File: config.mk
export PLATFORM = sky130hd
export DESIGN_NAME = div_186by93_seq_flat
export DESIGN_NICKNAME = d
export VERILOG_FILES = /design/src/rtl/div_186by93_seq_if.sv /design/src/rtl/div_186by93_seq.sv /design/src/flat_wrapper.sv
export SDC_FILE = /design/constraint.sdc
export NUM_CORES = 1
export LEC_CHECK = 0
export ABC_AREA = 1
export CELL_PAD_IN_SITES_DETAIL_PLACEMENT = 1
export CELL_PAD_IN_SITES_GLOBAL_PLACEMENT = 1
export CORE_ASPECT_RATIO = 1.2
export CORE_MARGIN = 1
export CORE_UTILIZATION = 48
export DETAILED_ROUTE_END_ITERATION = 6
export DONT_BUFFER_PORTS = 1
export MAX_ROUTING_LAYER = met4
export PLACE_DENSITY = 0.86
export SYNTH_ARGS = -nofsm -noshare
export SYNTH_HDL_FRONTEND = slang
export SYNTH_SLANG_ARGS = --single-unit
File: constraint.sdc
create_clock -name clk -period 4.06 [get_ports clk]
set_clock_uncertainty 0.1 [all_clocks]
set_input_delay 0.406 -clock clk [delete_from_list [all_inputs] [get_ports clk]]
set_output_delay 0.406 -clock clk [all_outputs]
set_load 0.005 [all_outputs]
File: src/rtl/div_186by93_seq_if.sv
// Handshake and result bundle for the 2N-by-N sequential divider.
// The requester uses the master modport and the divider uses the slave modport.
interface div_186by93_seq_if #(
  parameter int N = 93
);
  logic           start;
  logic [2*N-1:0] dividend;
  logic [N-1:0]   divisor;
  logic           busy;
  logic           done;
  logic [N-1:0]   quotient;
  logic [N-1:0]   remainder;
  logic           div_by_zero;
  logic           overflow;

  modport master (
    output start, dividend, divisor,
    input  busy, done, quotient, remainder, div_by_zero, overflow
  );

  modport slave (
    input  start, dividend, divisor,
    output busy, done, quotient, remainder, div_by_zero, overflow
  );
endinterface

File: src/rtl/div_186by93_seq.sv
// Restoring divider: a 2N-bit dividend divided by an N-bit divisor.
// It produces one quotient bit per clock and raises error flags for divide-by-zero or quotient overflow.
module div_186by93_seq #(
  parameter int N = 93
) (
  input  logic               clk,
  input  logic               rst,
  div_186by93_seq_if.slave   bus
);
  localparam int CW = $clog2(N + 1);

  typedef enum logic {IDLE, RUN} state_t;

  state_t        state_q, state_d;
  logic [N:0]    pr_q, pr_d;
  logic [N-1:0]  q_q, q_d;
  logic [N-1:0]  divisor_q, divisor_d;
  logic [CW-1:0] cnt_q, cnt_d;
  logic [N-1:0]  quotient_q, quotient_d;
  logic [N-1:0]  remainder_q, remainder_d;
  logic          busy_q, busy_d;
  logic          done_q, done_d;
  logic          dbz_q, dbz_d;
  logic          ovf_q, ovf_d;

  logic [N:0]    trial;
  logic [N:0]    diff;
  logic          fits;

  always_ff @(posedge clk) begin
    if (rst) begin
      state_q     <= IDLE;
      pr_q        <= '0;
      q_q         <= '0;
      divisor_q   <= '0;
      cnt_q       <= '0;
      quotient_q  <= '0;
      remainder_q <= '0;
      busy_q      <= 1'b0;
      done_q      <= 1'b0;
      dbz_q       <= 1'b0;
      ovf_q       <= 1'b0;
    end else begin
      state_q     <= state_d;
      pr_q        <= pr_d;
      q_q         <= q_d;
      divisor_q   <= divisor_d;
      cnt_q       <= cnt_d;
      quotient_q  <= quotient_d;
      remainder_q <= remainder_d;
      busy_q      <= busy_d;
      done_q      <= done_d;
      dbz_q       <= dbz_d;
      ovf_q       <= ovf_d;
    end
  end

  // The partial remainder stays below the divisor, so the shifted trial value always fits in N+1 bits.
  always_comb begin
    trial = {pr_q[N-1:0], q_q[N-1]};
    diff  = trial - {1'b0, divisor_q};
    fits  = (trial >= {1'b0, divisor_q});
  end

  always_comb begin
    state_d     = state_q;
    pr_d        = pr_q;
    q_d         = q_q;
    divisor_d   = divisor_q;
    cnt_d       = cnt_q;
    quotient_d  = quotient_q;
    remainder_d = remainder_q;
    busy_d      = busy_q;
    done_d      = 1'b0;
    dbz_d       = dbz_q;
    ovf_d       = ovf_q;

    unique case (state_q)
      IDLE: begin
        if (bus.start) begin
          if (bus.divisor == '0) begin
            dbz_d       = 1'b1;
            ovf_d       = 1'b0;
            quotient_d  = '1;
            remainder_d = '0;
            done_d      = 1'b1;
          end else if (bus.dividend[2*N-1:N] >= bus.divisor) begin
            dbz_d       = 1'b0;
            ovf_d       = 1'b1;
            quotient_d  = '1;
            remainder_d = '0;
            done_d      = 1'b1;
          end else begin
            dbz_d     = 1'b0;
            ovf_d     = 1'b0;
            pr_d      = {1'b0, bus.dividend[2*N-1:N]};
            q_d       = bus.dividend[N-1:0];
            divisor_d = bus.divisor;
            cnt_d     = CW'(N);
            busy_d    = 1'b1;
            state_d   = RUN;
          end
        end
      end
      RUN: begin
        pr_d  = fits ? diff : trial;
        q_d   = {q_q[N-2:0], fits};
        cnt_d = cnt_q - 1'b1;
        if (cnt_q == CW'(1)) begin
          quotient_d  = q_d;
          remainder_d = pr_d[N-1:0];
          busy_d      = 1'b0;
          done_d      = 1'b1;
          state_d     = IDLE;
        end
      end
      default: state_d = IDLE;
    endcase
  end

  assign bus.busy        = busy_q;
  assign bus.done        = done_q;
  assign bus.quotient    = quotient_q;
  assign bus.remainder   = remainder_q;
  assign bus.div_by_zero = dbz_q;
  assign bus.overflow    = ovf_q;
endmodule
File: src/flat_wrapper.sv
// flat-port wrapper written by rule: the top's interface ports become plain ports
module div_186by93_seq_flat 
#(
  parameter int N = 93
)
  (clk, rst, bus_start, bus_dividend, bus_divisor, bus_busy, bus_done, bus_quotient, bus_remainder, bus_div_by_zero, bus_overflow);
  div_186by93_seq_if #(.N(N)) bus_i ();
  input  logic clk;
  input  logic rst;
  input wire logic [$bits(bus_i.start)-1:0] bus_start;
  input wire logic [$bits(bus_i.dividend)-1:0] bus_dividend;
  input wire logic [$bits(bus_i.divisor)-1:0] bus_divisor;
  output wire logic [$bits(bus_i.busy)-1:0] bus_busy;
  output wire logic [$bits(bus_i.done)-1:0] bus_done;
  output wire logic [$bits(bus_i.quotient)-1:0] bus_quotient;
  output wire logic [$bits(bus_i.remainder)-1:0] bus_remainder;
  output wire logic [$bits(bus_i.div_by_zero)-1:0] bus_div_by_zero;
  output wire logic [$bits(bus_i.overflow)-1:0] bus_overflow;
  assign bus_i.start = bus_start;
  assign bus_i.dividend = bus_dividend;
  assign bus_i.divisor = bus_divisor;
  assign bus_busy = bus_i.busy;
  assign bus_done = bus_i.done;
  assign bus_quotient = bus_i.quotient;
  assign bus_remainder = bus_i.remainder;
  assign bus_div_by_zero = bus_i.div_by_zero;
  assign bus_overflow = bus_i.overflow;
  div_186by93_seq #(.N(N)) u_core (.clk(clk), .rst(rst), .bus(bus_i));
endmodule
==> parameters.txt <==
Parameter                              Value

STA
  Timing-limited maximum frequency    248.0 MHz
  Setup violation total in the final timing report    0
  Worst slew margin relative to its limit    32.75%
  Time the worst path needs with I/O delays and setup    4.032 ns
  Hold WS    0.01138 ns
  Final-report max-slew violation count    0
  Period utilization    99.31%
  Total negative slack for setup checks    0 ns
  Final-report hold violation count    0
  Final setup margin    0.02787 ns
  Actual transition at the worst max-transition pin    1.008 ns

Power
  Part of the total power dissipated in the clock network    20.7%
  Combinational fraction of design power    54.6%
  Internal portion of total power    0.01154 W
  Pwr per Cell Area    619.6 mW/mm^2
  P_sw    0.01254 W
  Worst ir drop on vdd    0.3801 mV
  Net switching fraction of the power    52.07%
  Share of total power in sequential cells    24.7%
  P_leak    21.01 nW

Drt
  Number of search-and-repair iterations in the first detailed-routing pass    6
  Drc violations    0
  Average wire length per cell after detail routing    26.05 um
  Number of antenna-violating nets in the routed design    0
  Detailed Route Iter0 Violations    3992
  Average via count per standard cell    6.066
  Via total after detailed routing    41786
  Total wire length    179.4 mm

Synthesis
  Yosys warnings    0
  Synth top area cells    dfxtp_1 (28%), nand2_1 (20%), inv_1 (10%)
  Parity-gate share of the synthesized area counting xor and xnor cells    1.278%
  Post-synthesis average cell area    5.809 um^2
  Synthesized Nets    6251
  Sequential element share of the synthesized area    28.44%
  FF+latch count, synth    477
  Post-synth ARST share    0%
  Number of enable-type register cells in the synthesized netlist    0
  Compound-cell area share of the yosys netlist    7.867%
  Multiplexer share of the synthesized area    0%
  Top FF cell, synth    dfxtp_1
  Cell taking the most area after synthesis    dfxtp_1
  Main combinational cell family by area after synthesis    simple AND/OR/NAND/NOR gates
  Distinct cells, synth    44
  Number of instances in the synthesized netlist    5780
  Adder-Cell Fraction of Synth Area    7.065%
  Area fraction of the dominant cell type after synthesis    28.44%
  Netlist area before placement    0.03358 mm^2
  Synth Area in Simple Gates    41.62%

Setup path
  Critical path launch point    bus_divisor[91]
  Largest stage delay on the critical path    0.56 ns
  Worst path bufs/invs    5
  Critical path data arrival time    4.53 ns
  Type of element capturing the critical path    flip-flop
  Standard cell with the maximum stage delay on the critical path    dlygate4sd3_1
  Launching element type of the critical path    primary input
  Reg-to-reg critical path startpoint    u_core.divisor_q[51]$_SDFFE_PP0P_
  Class of the most critical setup path    primary input to flip-flop
  Top delay family on crit path    simple AND/OR/NAND/NOR gates
  Maximum fanout along the worst path    92
  Series of cell instances along the critical path    dlygate4sd3_1, inv_1, ha_1, nand2_1, nor2_4, nand2_1, nor3_1, nand3b_1, nor2_1, nand2_4, nand4_1, buf_4, buf_16, nand3_1, nand2_1, nor2_1, nor2_1, dlygate4sd3_1
  Required time at the worst-slack endpoint    4.56 ns

Die
  Die Height    291.7 um
  X dimension of the die    243.4 um
  Core ar.    0.06884 mm^2
  Initial standard-cell utilization of the core    48.77%
  Die area    0.07102 mm^2
  Placement row count    105
  I/O Pins    472

Hold path
  Hold Startpoint    bus_dividend[91]
  Type of the most critical hold path    primary input to flip-flop

GRT
  Antenna violations before repair    19
  Pin count of the biggest net entering global routing    186
  Global router's overall resource usage    50.58%
  Via count of the first global-routing pass    44583
  Wire length of the first global-routing pass    268.6 mm
  Overflow left after global routing    0

Status
  Status    complete, no violations

Clocking
  Clock-pin transition on the worst setup and hold timing paths    0.07 ns
  Insertion delay of the later-clocked pin in the worst-skew pair    0.66 ns
  Clock root buffer    clkbuf_16
  Cts bufs inserted    51
  Maximum root-to-sink buffer count    3
  CTS H-Tree Depth    2
  CTS tree    built
  Sinks on the clock net    477

Placed design
  Setup slack after placement    0.1038 ns
  Number of buffers added on ports    0
  Estimated wirelength of the detail-placed design    113.1 mm
  Final estimated routing congestion in global placement    1.067
  Number of placed instances, taps included    6514

Run
  Max-cap violation count    0

Final layout
  Share of final-layout standard cells stronger than drive strength 1    3.958%
  Non-filler instance count after layout    6889
  Layout-stage area growth over the synthesis result    15.73%
  Layout Nets    6399
  Final Core Density    56.44%
## Yosys cell counts, types with 32 or more instances
master / instances
ha_1: 188
xor2_1: 44
inv_1: 922
nand2_1: 1790
o21ai_0: 299
buf_1: 33
nor2_1: 903
nand3_1: 362
nand3b_1: 32
dfxtp_1: 477
buf_2: 70
nand4_1: 199
a21oi_1: 178
clkbuf_1: 122
## metrics by stage
step           instance area [um^2]  total power, W
5_1_grt                       38860         0.02518
3_5_place_dp                  34410         0.01771
3_3_place_gp                  34410         0.01744
4_1_cts                       38710         0.02279
6_report                      38860         0.02408
2_1_floorplan                 33580         0.01372
## state kept, by name (all words and copies together), names as in the netlist
register	count
u_core.divisor_q	93
u_core.state_q	1
u_core.cnt_q	7
u_core.bus.remainder	93
u_core.bus.div_by_zero	1
u_core.bus.quotient	93
u_core.pr_q	93
u_core.bus.done	1
u_core.q_q	93
u_core.bus.busy	1
u_core.bus.overflow	1
## worst register-to-register path, cell delays in order, from the launching register on
cell and delay [ns]:
dfxtp_1 0.38, inv_1 0.08, ha_1 0.37, nand2_1 0.15, nor2_1 0.25, nand2_1 0.14, nor2_2 0.19, nand2_1 0.09
nor2_1 0.29, nand2_1 0.15, nand2_2 0.24, nor2_4 0.13, nand3_4 0.16, inv_2 0.07, buf_12 0.16, nand2_1 0.13
nand2_1 0.07, nor2_1 0.11, nor2_1 0.06, dlygate4sd3_1 0.59
## path summary, 6_finish.rpt
check	endpoint	slack [ns]	depth (start not counted)
worst min register to register	u_core.divisor_q[63]$_SDFFE_PP0P_	0.36	2
worst max register to register	u_core.pr_q[82]$_SDFFE_PP0P_	0.05	19
worst min-delay path	u_core.q_q[91]$_SDFFE_PP0P_	0.01	4
worst max-delay path	u_core.pr_q[82]$_SDFFE_PP0P_	0.03	18
## kinds of logic after synthesis
logic type / Yosys count
AO/OA/AOI/OAI: 513
XOR/XNOR: 49
adder cells (fa/ha/maj): 189
buffers and inverters: 1178
flip-flops: 477
AND/OR/NAND/NOR: 3374
## area by class of cell
type / instances / area, um^2
fill: 9692 / 29980
multi-input combinational: 4126 / 19530
sequential: 477 / 9554
inverter: 934 / 3521
timing repair buffer: 338 / 3442
clock buffer: 71 / 1453
tap: 909 / 1137
clock inverter: 17 / 177.7
antenna: 17 / 42.54
## layout by cell type, fill, tap and decap left out, types with 44 or more instances in the layout
cell           count
nand2_1         1786
inv_1            920
nor2_1           895
dfxtp_1          475
nand3_1          360
o21ai_0          299
dlygate4sd3_1    264
nand4_1          199
ha_1             188
a21oi_1          177
buf_4             55
clkbuf_16         52
xor2_1            44
## power groups by stage
stage / clock (W) / combinational, W / sequential [W]
after detailed placement: 0 / 0.0118 / 0.00592
after CTS: 0.00478 / 0.0122 / 0.00583
after global placement: 0 / 0.0115 / 0.00590
after floorplan: 0 / 0.00801 / 0.00571
final: 0.00498 / 0.0131 / 0.00596
after global routing: 0.00510 / 0.0141 / 0.00597
## per-layer routing
metal / vias up / global-route usage [%] / part of all wire, %
met3: 994 / 14.56 / 9.6
met5: - / - / 0
met2: 2536 / 81.45 / 46
met4: 0 / 37.97 / 8.8
met1: 20095 / 52.28 / 35
li1: 18161 / - / -
## what timing repair did
action | 4_1_cts | 5_1_grt
setup buffers | 0 | 4
hold endpoints to repair | 321 | 0
gates resized for setup | 0 | 19
hold buffers | 265 | 0
setup endpoints to repair | 0 | 467
Note: power is estimated with default switching activity, not from simulation.
